==> src/rtl/trip_timer.sv <==
// trip_timer: half-second / one-second timebase and elapsed trip time for
// the bike computer display.
//
// Optional feature macro: TRIP_TIMER_AUTOPAUSE_EN
//   defined   -> time advances only on sec_pulse cycles while moving = 1
//   undefined -> time advances on every sec_pulse; moving is still reported
//
// Parameters
//   HALF_SEC_CYCLES  clock cycles per half second (>= 2)
//   IDLE_SECS        whole seconds without a wheel pulse before moving drops (1..15)
//
// Ports
//   clock           in   system clock, rising edge
//   reset           in   synchronous, active-low
//   wheel_pulse     in   one-cycle pulse per wheel revolution
//   clear           in   one-cycle trip-clear request
//   half_sec_pulse  out  one-cycle pulse every HALF_SEC_CYCLES cycles
//   sec_pulse       out  one-cycle pulse on every second half_sec_pulse
//   moving          out  wheel-activity flag
//   HMS_time        out  [18:12] hours, [11:6] minutes, [5:0] seconds (binary)
//   overflow        out  sticky, set when time saturates at 99:59:59
module trip_timer #(
  parameter int HALF_SEC_CYCLES = 250000,
  parameter int IDLE_SECS       = 3
) (
  input  logic        clock,
  input  logic        reset,
  input  logic        wheel_pulse,
  input  logic        clear,
  output logic        half_sec_pulse,
  output logic        sec_pulse,
  output logic        moving,
  output logic [18:0] HMS_time,
  output logic        overflow
);

  localparam int             PW         = $clog2(HALF_SEC_CYCLES);
  localparam logic [PW-1:0]  PRESC_LAST = PW'(HALF_SEC_CYCLES - 1);
  localparam logic [3:0]     IDLE_LIM   = 4'(IDLE_SECS);

  logic [PW-1:0] presc_q, presc_d;
  logic          phase_q, phase_d;
  logic          half_q,  half_d;
  logic          sec_q,   sec_d;
  logic [3:0]    idle_q,  idle_d;
  logic          mov_q,   mov_d;
  logic [18:0]   hms_q,   hms_d;
  logic          ovf_q,   ovf_d;

  logic          tick;
  logic          adv;
  logic [3:0]    idle_inc;
  logic [6:0]    hh;
  logic [5:0]    mm, ss;
  logic          at_max;

  always_comb begin
    // Prescaler and phase: the pulse cadence is owned by reset alone.
    tick    = (presc_q == PRESC_LAST);
    presc_d = tick ? '0 : presc_q + 1'b1;
    phase_d = phase_q ^ tick;
    half_d  = tick;
    // Second boundary is the half-second tick where phase falls 1 -> 0.
    sec_d   = tick & phase_q;

    // Idle tracking: wheel wins over clear and over the idle increment.
    idle_inc = idle_q + 4'd1;
    idle_d   = idle_q;
    mov_d    = mov_q;
    if (wheel_pulse) begin
      idle_d = 4'd0;
      mov_d  = 1'b1;
    end else if (clear) begin
      idle_d = 4'd0;
    end else if (sec_q && (idle_q != IDLE_LIM)) begin
      idle_d = idle_inc;
      if (idle_inc == IDLE_LIM) mov_d = 1'b0;
    end

    // The gate uses the registered moving flag, so a wheel pulse landing
    // on the sec_pulse cycle does not count for that second.
`ifdef TRIP_TIMER_AUTOPAUSE_EN
    adv = sec_q & mov_q;
`else
    adv = sec_q;
`endif

    hh     = hms_q[18:12];
    mm     = hms_q[11:6];
    ss     = hms_q[5:0];
    at_max = (hh == 7'd99) && (mm == 6'd59) && (ss == 6'd59);

    hms_d = hms_q;
    ovf_d = ovf_q;
    if (clear) begin
      hms_d = '0;
      ovf_d = 1'b0;
    end else if (adv) begin
      if (at_max) begin
        ovf_d = 1'b1;
      end else if (ss != 6'd59) begin
        hms_d[5:0] = ss + 6'd1;
      end else begin
        hms_d[5:0] = 6'd0;
        if (mm != 6'd59) begin
          hms_d[11:6] = mm + 6'd1;
        end else begin
          hms_d[11:6]  = 6'd0;
          hms_d[18:12] = hh + 7'd1;
        end
      end
    end
  end

  always_ff @(posedge clock) begin
    if (!reset) begin
      presc_q <= '0;
      phase_q <= 1'b0;
      half_q  <= 1'b0;
      sec_q   <= 1'b0;
      idle_q  <= 4'd0;
      mov_q   <= 1'b0;
      hms_q   <= '0;
      ovf_q   <= 1'b0;
    end else begin
      presc_q <= presc_d;
      phase_q <= phase_d;
      half_q  <= half_d;
      sec_q   <= sec_d;
      idle_q  <= idle_d;
      mov_q   <= mov_d;
      hms_q   <= hms_d;
      ovf_q   <= ovf_d;
    end
  end

  assign half_sec_pulse = half_q;
  assign sec_pulse      = sec_q;
  assign moving         = mov_q;
  assign HMS_time       = hms_q;
  assign overflow       = ovf_q;

endmodule

==> config.mk <==
export PLATFORM = sky130hd
export DESIGN_NAME = trip_timer
export DESIGN_NICKNAME = d
export VERILOG_FILES = /design/src/rtl/trip_timer.sv
export SDC_FILE = /design/constraint.sdc
export NUM_CORES = 1
export LEC_CHECK = 0
export CORE_ASPECT_RATIO = 1.5
export CORE_MARGIN = 2
export CORE_UTILIZATION = 30
export DETAILED_ROUTE_END_ITERATION = 10
export HOLD_SLACK_MARGIN = 0.12
export PLACE_DENSITY = 0.48
export SLEW_MARGIN = 20
export SYNTH_ARGS = -nofsm -noshare
export SYNTH_HDL_FRONTEND = slang
export SYNTH_SLANG_ARGS = --single-unit
export TNS_END_PERCENT = 100
==> constraint.sdc <==
create_clock -name clock -period 5 [get_ports clock]
set_input_delay 0.5 -clock clock [delete_from_list [all_inputs] [get_ports clock]]
set_output_delay 0.5 -clock clock [all_outputs]
set_load 0.01 [all_outputs]
---- Word-level counts from Yosys, hierarchy flattened ----
Index checks and enable logic that the tools add are counted.
operators by class
  bitwise logic cells ..................... 6
  add/subtract/negate cells ............... 5
  reductions and logical operators ........ 13
  mux-type cells .......................... 6
  equal/unequal tests ..................... 9
operators with widths
  cell                                                    count
  adder 18 x 1 -> 18 bit (second input constant)          1
  == test 18 bit (second input constant)                  1
  adder 6 x 1 -> 6 bit (second input constant)            2
  == test 6 bit (second input constant)                   2
  2-to-1 mux 6 bit                                        2
  inequality test 6 bit (second input constant)           2
  adder 7 x 1 -> 7 bit (second input constant)            1
  == test 7 bit (second input constant)                   1
  AND reduction 3 bit                                     2
  adder 4 x 1 -> 4 bit (second input constant)            1
  == test 4 x 2 -> 1 bit (second input constant)          1
  2-to-1 mux 1 bit                                        4
  inequality test 4 x 2 -> 1 bit (second input constant)  1
  inverter 1 bit                                          4
  AND reduction 2 bit                                     2
  AND reduction 4 bit                                     1
  nonzero test 2 bit                                      2
  OR reduction 2 bit                                      2
  logical AND 1 bit                                       3
  OR reduction 3 bit                                      1
  inequality test 2 bit (second input constant)           1
  bitwise AND 1 bit                                       1
  bitwise XOR 1 bit                                       1
storage, ports and cells
  register bits after elaboration ......... 46
  input bits .............................. 4
  output and inout bits ................... 23

---- Depth between registers and ports, before layout ----
Gate-level depths: netlist (run 1).
  depth in word-level cells ............... 6
  depth in mapped cells ................... 6
  mapped depth without buffers ............ 6

---- Worst setup path after synthesis (run 1) ----
Ideal clock, no wire load.
  path kind ............................... register -> register
  from .................................... register hms_q[0], in the netlist HMS_time[0]
  to ...................................... register hms_q[14], in the netlist HMS_time[14]
  path slack .............................. 2869 ps
  data arrival time ....................... 2060 ps
  cell stages (with the launch flop) ...... 7
  cells stage by stage .................... dfxtp_1 -> ha_1 -> nand2_1 -> or4_4 -> buf_6 -> or4_1 -> a21oi_1
between the ends
  longest elaborated chain between the ends .. 4
ends and longest elaborated chain
  element                            line  source
  start, declared                    47    logic [18:0] hms_q, hms_d;
  start signal, assigned             132   hms_q <= hms_d;
  == test 6 bit                      91    at_max = (hh == 7'd99) && (mm == 6'd59) && (ss == 6'd59);
  logical AND 1 bit                  91
  inverter 1 bit (no line)           -
  AND reduction 4 bit (no line) (*)  -
Mark *: on every way between the ends. The rest lies on a longest branch, timed or not.
A chain may end at the register's enable or synchronous reset.

---- Final worst setup path (run 1) ----
  from .................................... register sec_q, in the netlist sec_pulse
  to ...................................... register hms_q[18], in the netlist HMS_time[18]
between the ends
  longest elaborated chain between the ends .. 1
ends and longest elaborated chain
  element                        line  source
  start, declared                44    logic sec_q, sec_d;
  start signal, assigned         120   sec_q <= 1'b0;
  start signal, assigned         129   sec_q <= sec_d;
  AND reduction 4 bit (no line)  -
Every way passes these cells.

==> results by group, run 1 <==
Run status
  • Outcome: finished clean

Timing
  • Fin crit period: 2.29 ns
  • Hold violation count in the final report: 0
  • Peak Freq: 0.437 GHz
  • Worst slew pin tran: 0.907 ns
  • Setup tns final: 0 ns
  • Slew Limit Headroom: 39.5%
  • RSZ-0062 raised after global routing: false
  • Max Slew Vio Count: 0
  • Clk_skew: 0.0104 ns
  • Tcrit/Tclk final: 45.8%
  • Final setup fails: 0

Pwr
  • Sequential share of power: 56.3%
  • Power share of the combinational group: 2.6%
  • Clock power frac: 41.1%
  • Max VDD drop: 0.0979 mV
  • Power Internal: 523 uW
  • Sw Share: 20.7%
  • Power Dens Cells: 253 mW/mm^2
  • Psw: 137 uW
  • Leak: 0.824 nW

Synthesis
  • Cell Area, Synth: 0.00216 mm^2
  • Count of cell types in the netlist: 45
  • Async SR Flop Fraction: 0%
  • Dominant cell type by area after synthesis: dfxtp_1
  • Synth Warn #: 0
  • Post-synthesis area per instance: 8.85 um^2
  • Ranking of synthesized cells by area: dfxtp_1 43%, xnor2_1 4.5%, ha_1 4.1%
  • Top_reg_cell synth: dfxtp_1
  • Post-synth EDFFs: 0
  • Synth top area share: 42.6%
  • Cells after Synth: 244
  • Post-synthesis net count: 255
  • Register bit count reported by yosys: 46
  • Seq/Total Area, Yosys: 42.6%

Floorplan
  • Die ar.: 0.00791 mm^2
  • Core box area: 0.00690 mm^2
  • Top Ports: 27
  • Placement row count: 37
  • Initial cell density of the core: 31.3%
  • Die extent in x: 73.3 um
  • Die height: 108 um

Critical path
  • Startpoint Class: register
  • Data required time of the critical path: 5.21 ns
  • Crit path max fanout: 14
  • Setup CP Type: reg2reg
  • Worst Path Arrival: 2.50 ns
  • Worst Setup End Kind: register

CTS
  • TritonCTS clock tree: done
  • Cts repair resizes: 0
  • CTS H-tree depth: 2
  • CTS Sinks: 46
  • Worst-Skew Late Latency: 0.30 ns
  • Clock Tree Buf Depth: 2
  • CTS root buf: clkbuf_8
  • CTS Buf Count: 5
  • Clock slew at reported path FFs: 0.09 ns
  • # hold bufs at CTS: 0
  • Post-CTS Setup Repair Bufs: 0

Flow run
  • Max-Cap Viols: 0

Hold path
  • Worst hold path class: reg2reg

Place
  • GPL Wtd Cong: 0.763
  • Post-DP HPWL: 3.51 mm
  • Port buffer count: 26
  • Post-DP Area: 0.00250 mm^2

Drt
  • DR top layer: met4
  • Final ANT Viol Nets: 0
  • Metal3 WL: 117 um
  • Routed met2 length: 2.61 mm
  • First-pass detailed-route iteration total: 4
  • Wire length per cell: 13.5 um
  • Via count: 1868
  • Vias per std cell: 5.31
  • M1 WL: 1.99 mm
  • Final wirelength: 4.77 mm
  • Drt initial violations: 50
  • Drt drc: 0

Final layout
  • Filler Cell Count: 720
  • # diodes: 0
  • Area occupied by multi-input gates: 0.00117 mm^2
  • Final nets: 284
  • Design area: 0.00261 mm^2
  • Synth-to-layout area growth: 20.7%
  • Layout cell share with drive strength beyond 1: 5.11%
  • Reg area: 921 um^2

GRT
  • Remaining Overflow, GRT: 0
  • Number of global-route vias before repair: 1768
  • Largest net degree at the start of global routing: 24
  • Gr usage total: 13.1%
  • Global-route wire length before repair: 8.13 mm
  • Initial antenna violation count: 0
state kept, by name, summed over array words and instances, names as in the netlist:
| register | count |
|---|---|
| HMS_time | 19 |
| presc_q | 18 |
| idle_q | 4 |
| half_sec_pulse | 1 |
| moving | 1 |
| overflow | 1 |
| phase_q | 1 |
| sec_pulse | 1 |
cells in the mapped netlist (all sizes together) (6+ instances only):
cell,instances
o31ai,6
a21oi,17
nor2,22
or4,9
dfxtp,46
xor2,8
nand4,7
nor3,14
o21ai,7
inv,10
nand2,18
xnor2,11
nor4,6
nand3,11
ha,7
layout by cell type (no fill, tap or decap), drive strengths merged, types with 3 or more instances in the layout:
master	instances
xnor2	11
or4	9
nand2	18
and2	4
nand4	7
nand3b	4
o31ai	6
clkdlybuf4s50	26
nor2	22
o41ai	3
ha	7
inv	10
nor4	6
o21ai	7
or3	4
nand3	11
clkbuf	5
a21oi	17
nand2b	3
xor2	8
nor3	14
dfxtp	46
metal layers:
layer | global-route usage [%] | vias up
li1 | - | 957
met5 | 0 | -
met4 | 6.35 | 0
met3 | 1.97 | 4
met2 | 24.6 | 27
met1 | 13.8 | 880
metrics by stage:
step           instances  hold slack (ns)  utilization (%)  power, mW  setup WS [ns]
2_1_floorplan        244            0.432                -      0.389           2.87
3_3_place_gp         344            0.437             36.2      0.397           2.76
3_5_place_dp         344            0.450             36.2      0.398           2.75
4_1_cts              352            0.462             37.8      0.676           2.71
5_1_grt              352            0.484             37.8      0.691           2.52
6_report             352            0.455             37.8      0.660           2.71
power groups by stage:
stage	Sequential, mW	Clock [mW]	Combinational (mW)
after floorplan	0.380	0	0.00955
after global placement	0.380	0	0.0176
after detailed placement	0.380	0	0.0177
after CTS	0.371	0.287	0.0177
after global routing	0.372	0.300	0.0197
final	0.371	0.271	0.0172
logic make-up (layout without fill, tap and decap cells):
| group | after synthesis | in the layout | share of synthesized area [%] |
|---|---|---|---|
| AO/OA/AOI/OAI | 45 | 45 | 13.7 |
| AND/OR/NAND/NOR | 111 | 111 | 28.4 |
| buffers and inverters | 15 | 45 | 2.95 |
| multiplexers | 1 | 1 | 0.464 |
| XOR/XNOR | 19 | 19 | 7.71 |
| flip-flops | 46 | 46 | 42.6 |
| adder cells (fa/ha/maj) | 7 | 7 | 4.06 |
area by class of cell:
| cell class | instances | share of cell area [%] |
|---|---|---|
| flip-flops and latches | 46 | 35.3 |
| inverters | 10 | 1.44 |
| clock inverters | 3 | 1.54 |
| repair buffers | 27 | 10.3 |
| multi-input cells | 183 | 45.1 |
| clock buffers | 5 | 2.64 |
| well taps | 78 | 3.74 |
worst max-delay path: stages (launching register included):
cell     delay (ns)
dfxtp_1        0.62
nand2_1        0.29
or4_4          0.62
or4_1          0.52
a21oi_1        0.15
path summary, 6_finish.rpt:
path | startpoint | to | slack, ns | cells after the start
max | sec_pulse | HMS_time[18] | 2.71 | 4
min | presc_q[13] | presc_q[13] | 0.46 | 2
max reg2reg | sec_pulse | HMS_time[18] | 2.71 | 4
min reg2reg | presc_q[13] | presc_q[13] | 0.46 | 2
No activity file was read; power rests on OpenSTA's default activity.
==> run 2, diff against run 1 <==
==> constraint.sdc (replaced) <==
create_clock -name clock -period 2.3 [get_ports clock]
set_input_delay 0.23 -clock clock [delete_from_list [all_inputs] [get_ports clock]]
set_output_delay 0.23 -clock clock [all_outputs]
set_load 0.01 [all_outputs]
==> run 2 against run 1 <==
- maximum frequency increased by 11%
- total power increased by 100%
- die area unchanged
- combinational power increased to 2.6 times the previous value
- clock power increased by 85%
==> results by group, run 2 (synthesis results as in run 1) <==
CTS
  • Clock Tree Buf Depth: 2 (unchanged)
  • Post-CTS Setup Repair Bufs: 0 (unchanged)
  • CTS root buf: clkbuf_8 (unchanged)
  • CTS H-tree depth: 2 (unchanged)
  • TritonCTS clock tree: done (unchanged)
  • CTS Buf Count: 5 (unchanged)
  • Worst-Skew Late Latency: 0.29 ns (was 0.30 ns)
  • Clock slew at reported path FFs: 0.09 ns (about the same)
  • # hold bufs at CTS: 0 (unchanged)
  • Cts repair resizes: 0 (unchanged)
  • CTS Sinks: 46 (unchanged)

Critical path
  • Crit path max fanout: 12 (was 14)
  • Worst Setup End Kind: register (unchanged)
  • Setup CP Type: reg2reg (unchanged)
  • Critical Path Max Stage Delay: 0.57 ns (was 0.62 ns)
  • Slowest CP cell: or4_4 (was dfxtp_1)
  • Startpoint Class: register (unchanged)
  • Worst Path Arrival: 2.29 ns (was 2.50 ns)
  • Register-to-Register Path Depth: 5 (was 4)
  • Data required time of the critical path: 2.53 ns (was 5.21 ns)
  • Critical-path cell list: ha_1, nand2_1, or4_4, or4_1, a21oi_1 (was nand2_1, or4_4, or4_1, a21oi_1)

Pwr
  • Power Dens Cells: 504 mW/mm^2 (was 253 mW/mm^2)
  • Sw Share: 21.2% (was 20.7%)
  • Sequential share of power: 59.7% (was 56.3%)
  • Clock power frac: 37.1% (was 41.1%)
  • Leak: 0.872 nW (was 0.824 nW)
  • Power share of the combinational group: 3.3% (was 2.6%)
  • Power Internal: 1.07 mW (was 523 uW)
  • Psw: 287 uW (was 137 uW)
  • Max VDD drop: 0.368 mV (was 0.0979 mV)

Timing
  • Tcrit/Tclk final: 89.8% (was 45.8%)
  • Max Slew Vio Count: 0 (unchanged)
  • RSZ-0062 raised after global routing: false (unchanged)
  • Setup tns final: 0 ns (unchanged)
  • Fin crit period: 2.07 ns (was 2.29 ns)
  • Final setup fails: 0 (unchanged)
  • Worst slew pin tran: 0.527 ns (was 0.907 ns)
  • Peak Freq: 0.484 GHz (was 0.437 GHz)
  • Worst hold slack: 0.459 ns (was 0.455 ns)
  • Slew Limit Headroom: 64.9% (was 39.5%)
  • Hold violation count in the final report: 0 (unchanged)
  • Clk_skew: 0.0109 ns (was 0.0104 ns)

Run status
  • Outcome: finished clean (unchanged)

GRT
  • Gr usage total: 13.2% (was 13.1%)
  • Global-route wire length before repair: 8.34 mm (was 8.13 mm)
  • Initial antenna violation count: 0 (unchanged)
  • Number of global-route vias before repair: 1835 (was 1768)
  • Remaining Overflow, GRT: 0 (unchanged)
  • Largest net degree at the start of global routing: 14 (was 24)

Place
  • Port buffer count: 26 (unchanged)
  • GPL Wtd Cong: 0.782 (was 0.763)
  • Post-DP HPWL: 3.65 mm (was 3.51 mm)

Floorplan
  • Placement row count: 37 (unchanged)
  • Die extent in x: 73.3 um (unchanged)
  • Core box area: 0.00690 mm^2 (unchanged)
  • Die ar.: 0.00791 mm^2 (unchanged)
  • Die height: 108 um (unchanged)
  • Initial cell density of the core: 31.3% (unchanged)
  • Top Ports: 27 (unchanged)

Hold path
  • Worst hold path class: reg2reg (unchanged)
  • Worst hold stages: 2 (unchanged)

Drt
  • Drt drc: 0 (unchanged)
  • Final ANT Viol Nets: 0 (unchanged)
  • Via count: 1877 (was 1868)
  • First-pass detailed-route iteration total: 4 (unchanged)
  • Wire length per cell: 13.2 um (was 13.5 um)
  • Drt initial violations: 54 (was 50)
  • Vias per std cell: 5.17 (was 5.31)
  • Final wirelength: 4.79 mm (was 4.77 mm)

Final layout
  • Area occupied by multi-input gates: 0.00117 mm^2 (unchanged)
  • Synth-to-layout area growth: 24.3% (was 20.7%)
  • Most frequent cells in the layout: 46 x dfxtp_1, 26 x clkdlybuf4s50_1, 22 x nor2_1, 18 x nand2_1, 17 x a21oi_1 (unchanged)
  • # diodes: 0 (unchanged)
  • Most common cell after layout, fill and taps aside: dfxtp_1 (unchanged)
  • Max reg flops: 19 (unchanged)
  • Filler Cell Count: 716 (was 720)
  • Reg area: 921 um^2 (unchanged)
  • Layout cell share with drive strength beyond 1: 8.42% (was 5.11%)
  • Final nets: 295 (was 284)

Flow run
  • Max-Cap Viols: 0 (unchanged)
run 2: changes by cell type in the layout (fill, tap and decap cells not counted), sizes merged:
cell and change:
buf +11, clkbuf +2, bufinv -1, clkinv -1
run 2: worst paths after layout:
path	start	to	slack (ns)
max	HMS_time[0]	HMS_time[18]	0.23
min	presc_q[13]	presc_q[13]	0.46
max reg2reg	HMS_time[0]	HMS_time[18]	0.23
min reg2reg	presc_q[13]	presc_q[13]	0.46
run 2: power by group through the flow:
| stage | logic, mW | registers [mW] | clock network (mW) |
|---|---|---|---|
| 3_3_place_gp | 0.0456 | 0.825 | 0 |
| 2_1_floorplan | 0.0208 | 0.825 | 0 |
| 6_report | 0.0444 | 0.807 | 0.501 |
| 3_5_place_dp | 0.0458 | 0.825 | 0 |
| 5_1_grt | 0.0498 | 0.808 | 0.561 |
| 4_1_cts | 0.0459 | 0.807 | 0.535 |
run 2: layout make-up:
cell class,instances,area share (%)
inverters,10,1.40
repair buffers,38,13.5
clock inverters,1,0.186
multi-input cells,183,43.8
well taps,78,3.63
flip-flops and latches,46,34.3
clock buffers,7,3.22
run 2: per-stage QoR:
step / instances / total power, mW / setup slack, ns / cell area, um^2 / util, %
floorplan: 244 / 0.846 / 0.169 / 2160 / -
global route: 363 / 1.42 / 0.0574 / 2690 / 38.9
finish: 363 / 1.35 / 0.235 / 2690 / 38.9
global placement: 355 / 0.871 / 0.276 / 2590 / 37.6
detailed placement: 355 / 0.871 / 0.256 / 2590 / 37.6
CTS: 363 / 1.39 / 0.225 / 2690 / 38.9
run 2: metal layers:
metal  share of wire (%)  routed length, um  global-route usage, %
met5                   0                  0                      0
met4                 1.1                 52                   4.10
met3                 2.5                122                   2.72
met2                  53               2560                   24.4
met1                  43               2050                   14.6
run 2: critical path: cells and delay by family, from the launching register on:
family	cells	cell delay (ns)
and+or+nand+nor	3	1.19
adders and majority gates	1	0.27
DFF	1	0.40
AOI/OAI and AO/OA	1	0.14
==> run 3, diff against run 2 <==
==> constraint.sdc (replaced) <==
create_clock -name clock -period 2.35 [get_ports clock]
set_input_delay 0.235 -clock clock [delete_from_list [all_inputs] [get_ports clock]]
set_output_delay 0.235 -clock clock [all_outputs]
set_load 0.01 [all_outputs]
==> run 3 against run 2 <==
- via count grew 2.9%
- wire length grew 2.2%
- setup slack gained 0.028 ns
- critical path depth unchanged
- non-clock buffer count up 1
- core utilization is 0.20 points higher
- global-route usage grew 0.17 points
- sequential share of layout area is 0.17 points lower
==> results by group, run 3 (synthesis results as in run 1) <==
Run status
  • Outcome: finished clean (unchanged)

Final layout
  • Most frequent cells in the layout: 46 x dfxtp_1, 26 x clkdlybuf4s50_1, 22 x nor2_1, 18 x nand2_1, 17 x a21oi_1 (unchanged)
  • Max reg flops: 19 (unchanged)
  • Layout cell share with drive strength beyond 1: 8.74% (was 8.42%)
  • Area occupied by multi-input gates: 0.00117 mm^2 (unchanged)
  • Reg area: 921 um^2 (unchanged)
  • Most common cell after layout, fill and taps aside: dfxtp_1 (unchanged)
  • Synth-to-layout area growth: 25.0% (was 24.3%)
  • Filler Cell Count: 703 (was 716)
  • Final nets: 296 (was 295)
  • # diodes: 0 (unchanged)
  • Final cell count without fillers: 364 (was 363)

Timing
  • Worst slew pin tran: 0.442 ns (was 0.527 ns)
  • Setup tns final: 0 ns (unchanged)
  • Final setup fails: 0 (unchanged)
  • RSZ-0062 raised after global routing: false (unchanged)
  • Fin crit period: 2.09 ns (was 2.07 ns)
  • Clk_skew: 0.00958 ns (was 0.0109 ns)
  • Slew Limit Headroom: 70.3% (was 64.9%)
  • Hold violation count in the final report: 0 (unchanged)
  • Max Slew Vio Count: 0 (unchanged)
  • Tcrit/Tclk final: 88.8% (was 89.8%)
  • Peak Freq: 0.479 GHz (was 0.484 GHz)

CTS
  • Post-CTS Setup Repair Bufs: 0 (unchanged)
  • Clock slew at reported path FFs: 0.09 ns (about the same)
  • Worst-Skew Late Latency: 0.30 ns (was 0.29 ns)
  • CTS Sinks: 46 (unchanged)
  • Clock Tree Buf Depth: 2 (unchanged)
  • CTS H-tree depth: 2 (unchanged)
  • # hold bufs at CTS: 0 (unchanged)
  • TritonCTS clock tree: done (unchanged)
  • CTS Buf Count: 5 (unchanged)
  • CTS root buf: clkbuf_8 (unchanged)
  • Cts repair resizes: 0 (unchanged)

Floorplan
  • Core box area: 0.00690 mm^2 (unchanged)
  • Die height: 108 um (unchanged)
  • Top Ports: 27 (unchanged)
  • Die ar.: 0.00791 mm^2 (unchanged)
  • Placement row count: 37 (unchanged)
  • Die extent in x: 73.3 um (unchanged)
  • Initial cell density of the core: 31.3% (unchanged)

GRT
  • Initial antenna violation count: 0 (unchanged)
  • Global-route wire length before repair: 8.28 mm (was 8.34 mm)
  • Largest net degree at the start of global routing: 15 (was 14)
  • Remaining Overflow, GRT: 0 (unchanged)
  • Gr usage total: 13.3% (was 13.2%)
  • Number of global-route vias before repair: 1840 (was 1835)

Drt
  • Final wirelength: 4.89 mm (was 4.79 mm)
  • Final ANT Viol Nets: 0 (unchanged)
  • Drt drc: 0 (unchanged)
  • Vias per std cell: 5.30 (was 5.17)
  • Wire length per cell: 13.4 um (was 13.2 um)
  • Via count: 1931 (was 1877)
  • Drt initial violations: 110 (was 54)
  • First-pass detailed-route iteration total: 4 (unchanged)

Critical path
  • Worst r2r src: HMS_time[0] (unchanged)
  • Setup CP Type: reg2reg (unchanged)
  • Worst Path Arrival: 2.33 ns (was 2.29 ns)
  • Register-to-Register Path Depth: 5 (unchanged)
  • Crit path max fanout: 12 (unchanged)
  • Flop2flop setup slack: 0.26 ns (was 0.23 ns)
  • Worst Setup End Kind: register (unchanged)
  • Worst r2r dst: HMS_time[17] (was HMS_time[18])
  • Startpoint Class: register (unchanged)
  • Data required time of the critical path: 2.59 ns (was 2.53 ns)

Pwr
  • Power Dens Cells: 526 mW/mm^2 (was 504 mW/mm^2)
  • PnR Total Power: 1.42 mW (was 1.35 mW)
  • Max VDD drop: 0.273 mV (was 0.368 mV)
  • Power share of the combinational group: 3.0% (was 3.3%)
  • Leak: 0.874 nW (was 0.872 nW)
  • Clock power frac: 41.5% (was 37.1%)
  • Sw Share: 21.1% (was 21.2%)
  • Power Internal: 1.12 mW (was 1.07 mW)
  • Psw: 300 uW (was 287 uW)
  • Sequential share of power: 55.5% (was 59.7%)

Place
  • Cells after DPL: 356 (was 355)
  • Port buffer count: 26 (unchanged)
  • GPL Wtd Cong: 0.776 (was 0.782)
  • Post-DP HPWL: 3.72 mm (was 3.65 mm)

Hold path
  • Worst hold stages: 2 (unchanged)
  • Worst hold path class: reg2reg (unchanged)
  • Worst hold path startpoint: presc_q[13] (unchanged)
  • Hold Path End: presc_q[13] (unchanged)

Flow run
  • Max-Cap Viols: 0 (unchanged)
-- run 3: cell count changes in the layout (fill, tap and decap cells not counted) --
cell	delta
bufinv_16	+1
buf_4	+2
clkinv_2	-1
clkbuf_8	-1
clkinvlp_4	+1
buf_12	-1
-- run 3: worst max-delay path by stage --
stage           startpoint            to  cells past startpoint
6_report       HMS_time[0]  HMS_time[17]                      5
3_3_place_gp   HMS_time[0]  HMS_time[17]                      5
3_5_place_dp   HMS_time[0]  HMS_time[18]                      5
5_1_grt        HMS_time[0]  HMS_time[18]                      5
2_1_floorplan  HMS_time[0]  HMS_time[14]                      6
4_1_cts        HMS_time[0]  HMS_time[18]                      5
-- run 3: layer usage --
metal / wire, um / share of wire [%] / GRT usage [%] / up-vias
li1: - / - / - / 987
met1: 2080 / 42 / 14.0 / 909
met2: 2590 / 53 / 25.3 / 28
met3: 138 / 2.8 / 2.53 / 7
met4: 81 / 1.7 / 5.16 / 0
met5: 0 / 0 / 0 / -
-- run 3: through the flow --
step,hold WS [ns],utilization [%],worst slack (ns),cell area (um^2)
finish,0.471,39.1,0.262,2700
global route,0.499,39.1,0.119,2700
CTS,0.479,39.1,0.259,2700
detailed placement,0.451,37.5,0.276,2590
global placement,0.441,37.5,0.317,2590
floorplan,0.312,-,0.219,2160
-- run 3: cell type report --
class	instances	share of cell area, %
inverters	10	1.39
multi-input cells	183	43.5
well taps	78	3.62
clock inverters	2	1.39
clock buffers	6	2.69
repair buffers	39	13.3
flip-flops and latches	46	34.1
-- run 3: worst max-delay path: stages, from the launching register on --
cell	delay, ns
dfxtp_1	0.41
ha_1	0.28
nand2_1	0.10
or4_4	0.56
or4_1	0.52
a21oi_1	0.14
-- run 3: power groups by stage --
stage          Clock, mW  Combinational (mW)  Sequential, mW
2_1_floorplan          0              0.0203           0.808
3_3_place_gp           0              0.0432           0.808
3_5_place_dp           0              0.0430           0.808
4_1_cts            0.616              0.0433           0.790
5_1_grt            0.635              0.0468           0.791
6_report           0.589              0.0424           0.789
==> patch 1, RTL diff (config.mk and constraints of run 1) <==
The option `TRIP_TIMER_AUTOPAUSE_EN` is turned on by a define.
--- a/src/rtl/trip_timer.sv
+++ b/src/rtl/trip_timer.sv
@@ -19,6 +19,8 @@
 //   moving          out  wheel-activity flag
 //   HMS_time        out  [18:12] hours, [11:6] minutes, [5:0] seconds (binary)
 //   overflow        out  sticky, set when time saturates at 99:59:59
+`define TRIP_TIMER_AUTOPAUSE_EN
+
 module trip_timer #(
   parameter int HALF_SEC_CYCLES = 250000,
   parameter int IDLE_SECS       = 3
Behaviour: no difference found for any inputs over 10 cycles, from zero or initial values and one cycle with reset low; that may be too few to reach the edited logic, so the function may still have changed.
==> patch 1 against run 1 <==
- via count increased by 0.96%
- sequential cell count stayed put
- area after synthesis grew 2.0%
- cell area up 2.6%
- setup slack improved by 0.087 ns
- total power rose by 1.9%
- routed wire length up 2.3%
- clock power rose by 4%
- largest cell class unchanged
- largest power group unchanged
==> patch 1: results (changes against run 1) <==
Final min period=2.20 ns (was 2.29 ns); top post-synthesis cells by count=dfxtp_1, nor2_1, xnor2_1 (was dfxtp_1, nor2_1, nand2_1); clock network area share=4.21% (was 4.17%); fin nets=290 (was 284); critical path's slowest cell=o41ai_4 (was dfxtp_1); synthesized netlist cell count=251 (was 244); status=finished, final reports clean (unchanged); global placement routability congestion=0.767 (was 0.763); VDD IR-drop max=0.000185 V (was 0.0000979 V); non-filler cells, final=379 (was 352); met1 Use GR=14.0% (was 13.8%); WL met1=2.02 mm (was 1.99 mm); Post-CTS Resized=0 (unchanged); met2 WL post-DR=2.61 mm (about the same); DRT iter0 DRCs=92 (was 50); Net Count, Synth=262 (was 255); Die ar.=8060 sq um (was 7910 sq um); Slew HR=36.7% (was 39.5%); met3 routed WL=162 um (was 117 um); Signal buffers=26 (was 27); ratio of cells with drive above 1 in the final layout=4.30% (was 5.11%); area of the multi-input gates=1230 sq um (was 1170 sq um); Hold Path End=presc_q[17]$_SDFF_PP0_ (was presc_q[13]$_SDFF_PP0_); sequential share of the synthesized area=41.8% (was 42.6%); first-pass GRT wire length=8.03 mm (was 8.13 mm); Synth area leaders=dfxtp_1, xnor2_1, nor2_1 (was dfxtp_1, xnor2_1, ha_1); R2R setup slack=2.80 ns (was 2.71 ns); GRT Total Usage=12.8% (was 13.1%); clkbuf count=6 (was 5); WP data arrival=2.34 ns (was 2.50 ns); Synth cell types=40 (was 45); Setup crit start=presc_q[0]$_SDFF_PP0_ (was sec_pulse$_SDFF_PN0_); Hold Slack=0.485 ns (was 0.455 ns); Worst path max stage delay=0.98 ns (was 0.62 ns); Setup WS pre-CTS=2.74 ns (was 2.75 ns); Top delay family on crit path=compound AO/OA/AOI/OAI gates (was simple AND/OR/NAND/NOR gates); clk_skew=0.0150 ns (was 0.0104 ns); placed wire-length estimate=3.62 mm (was 3.51 mm); inverters=8 (was 10); post-placement cell area=2560 sq um (was 2500 sq um); RR Endpoint=presc_q[8]$_SDFF_PP0_ (was HMS_time[18]$_SDFFE_PP0P_); hold_sp=presc_q[17]$_SDFF_PP0_ (was presc_q[13]$_SDFF_PP0_); post-DR vias/cell=4.98 (was 5.31); Placed Cells=372 (was 344); PwrDens=251 nW/um^2 (was 253 nW/um^2); NonClk Buf Share=9.72% (was 10.3%)
[patch 1: cell types whose count changed in the layout (fill, tap and decap cells not counted), moves of 3 or more]
| cell | run 1 | this run |
|---|---|---|
| nor3_1 | 14 | 18 |
| a21oi_1 | 17 | 13 |
| nand3_1 | 11 | 15 |
| and3_1 | 0 | 3 |
| xnor2_1 | 11 | 19 |
| nor2_1 | 22 | 29 |
| or4_1 | 8 | 2 |
| and2_1 | 4 | 7 |
| nor4_1 | 5 | 10 |
| o31ai_1 | 6 | 2 |
[patch 1: cells by family after synthesis]
logic type      after synthesis  share of synthesized area [%]
xor+xnor                     25                           9.94
fa+ha+maj                     7                           3.98
simple gates                129                           32.2
flops                        46                           41.8
compound gates               29                           8.69
mux                           2                          0.909
buf+inv                      13                           2.44
[patch 1: report_power, final]
group	leakage (nW)	switching (mW)	total (mW)	internal, mW
Clock	0.0573	0.122	0.282	0.160
Sequential	0.371	0.00398	0.373	0.369
Combinational	0.452	0.0105	0.0176	0.00711
==> patch 2, RTL diff (config.mk and constraints of run 1) <==
Without the edit above. Reset style: asynchronous (`reset`), changed in one clocked block.
--- a/src/rtl/trip_timer.sv
+++ b/src/rtl/trip_timer.sv
@@ -112,7 +112,7 @@
     end
   end
 
-  always_ff @(posedge clock) begin
+  always_ff @(posedge clock or negedge reset) begin
     if (!reset) begin
       presc_q <= '0;
       phase_q <= 1'b0;
Function: differs if reset is asserted again (counterexample within 4 cycles, from zero or initial values and one cycle with reset low); with reset held inactive, the same outputs for 10 cycles.
==> patch 2 against run 1 <==
- clock skew is 0.0079 ns lower
- routed wire length rose by 13%
- sequential cell count did not move
- via count rose by 5.0%
- final cell count up 7.7%
- cell area is 14% higher
- area after synthesis up 13%
- critical path type unchanged
- maximum frequency grew 13%
- sequential power increased by 1%
- total power increased by 15%
- setup slack better by 0.26 ns
==> patch 2: results (changes against run 1) <==
R2R setup slack=2.96 ns (was 2.71 ns); CTS Buf Count=5 (unchanged); Tcrit/Tclk final=40.7% (was 45.8%); HP Class=input pin to async pin (was register to register); fin nets=284 (unchanged); routed len/inst=14.2 um (was 13.5 um); Setup crit start=presc_q[0]$_DFF_PN0_ (was sec_pulse$_SDFF_PN0_); critical path's slowest cell=nor4_1 (was dfxtp_1); GRT Total Usage=13.2% (was 13.1%); wirelength, routed=5.38 mm (was 4.77 mm); DRT iter0 DRCs=32 (was 50); first-pass GRT wire length=9.27 mm (was 8.13 mm); root buffer cell=clkbuf_16 (was clkbuf_8); Switching Share=19.8% (was 20.7%); share of power burned in registers=49.7% (was 56.3%); post-placement cell area=2800 sq um (was 2500 sq um); Crit Path Max Fanout=6 (was 14); Synth area leaders=dfrtp_1, ha_1, a21oi_1 (was dfxtp_1, xnor2_1, ha_1); Net Count, Synth=256 (was 255); Synth cell types=47 (was 45); Worst Setup EP=presc_q[16]$_DFF_PN0_ (was HMS_time[18]$_SDFFE_PP0P_); Placed Cells=371 (was 344); cells on worst reg2reg path=5 (was 4); clk slew on worst S/H paths=0.06 ns (was 0.09 ns); top post-synthesis cells by count=dfrtp_1, a21oi_1, nand2_1 (was dfxtp_1, nor2_1, nand2_1); global placement routability congestion=0.773 (was 0.763); Reg-to-Reg Start=presc_q[0]$_DFF_PN0_ (was sec_pulse$_SDFF_PN0_); status=finished, final reports clean (unchanged); clk_skew=0.00250 ns (was 0.0104 ns); ys async rst share=100% (was 0%); H-tree Lvls=2 (unchanged); via count=1962 (was 1868); clk_lat worst skew=0.28 ns (was 0.30 ns); Max Cap Viol=0 (unchanged); pin count of the biggest net entering global routing=47 (was 24); sequential share of the synthesized area=47.2% (was 42.6%); ratio of cells with drive above 1 in the final layout=6.57% (was 5.11%); VDD IR-drop max=0.000211 V (was 0.0000979 V); PwrDens=255 nW/um^2 (was 253 nW/um^2); placed wire-length estimate=3.69 mm (was 3.51 mm); vias in the first global route=1911 (was 1768); clock group total power=0.360 mW (was 0.271 mW); Hold Slack=0.222 ns (was 0.455 ns); Worst path max stage delay=0.69 ns (was 0.62 ns); synthesized area per cell=9.95 sq um (was 8.85 sq um); WP data arrival=2.21 ns (was 2.50 ns); cell leakage power=1.18 nW (was 0.824 nW)
patch 2: cell count changes in the layout (fill, tap and decap cells not counted), sizes merged, moves of 5 or more:
cell | run 1 | this run
dfrtp | 0 | 46
nor2 | 22 | 14
nor3 | 14 | 7
dfxtp | 46 | 0
and3 | 0 | 5
patch 2: metal layers:
layer | up-vias | track usage, % | part of all wire (%)
met4 | 0 | 5.36 | 1.8
met5 | - | 0 | 0
met2 | 32 | 22.5 | 51
met1 | 959 | 16.0 | 43
met3 | 7 | 2.84 | 3.6
li1 | 964 | - | -
patch 2: cell families after synthesis:
group           synth area share, %
xor+xnor                       6.11
mux                            1.28
flops                          47.2
fa+ha+maj                      3.59
buf+inv                        3.13
compound gates                 11.9
simple gates                   26.8
patch 2: area by class of cell:
cell class | count | area (sq um)
fillers | 792 | 4990
multi-input cells | 183 | 1210
flip-flops and latches | 46 | 1150
repair buffers | 28 | 273
clock buffers | 8 | 166
well taps | 105 | 131
inverters | 9 | 33.8
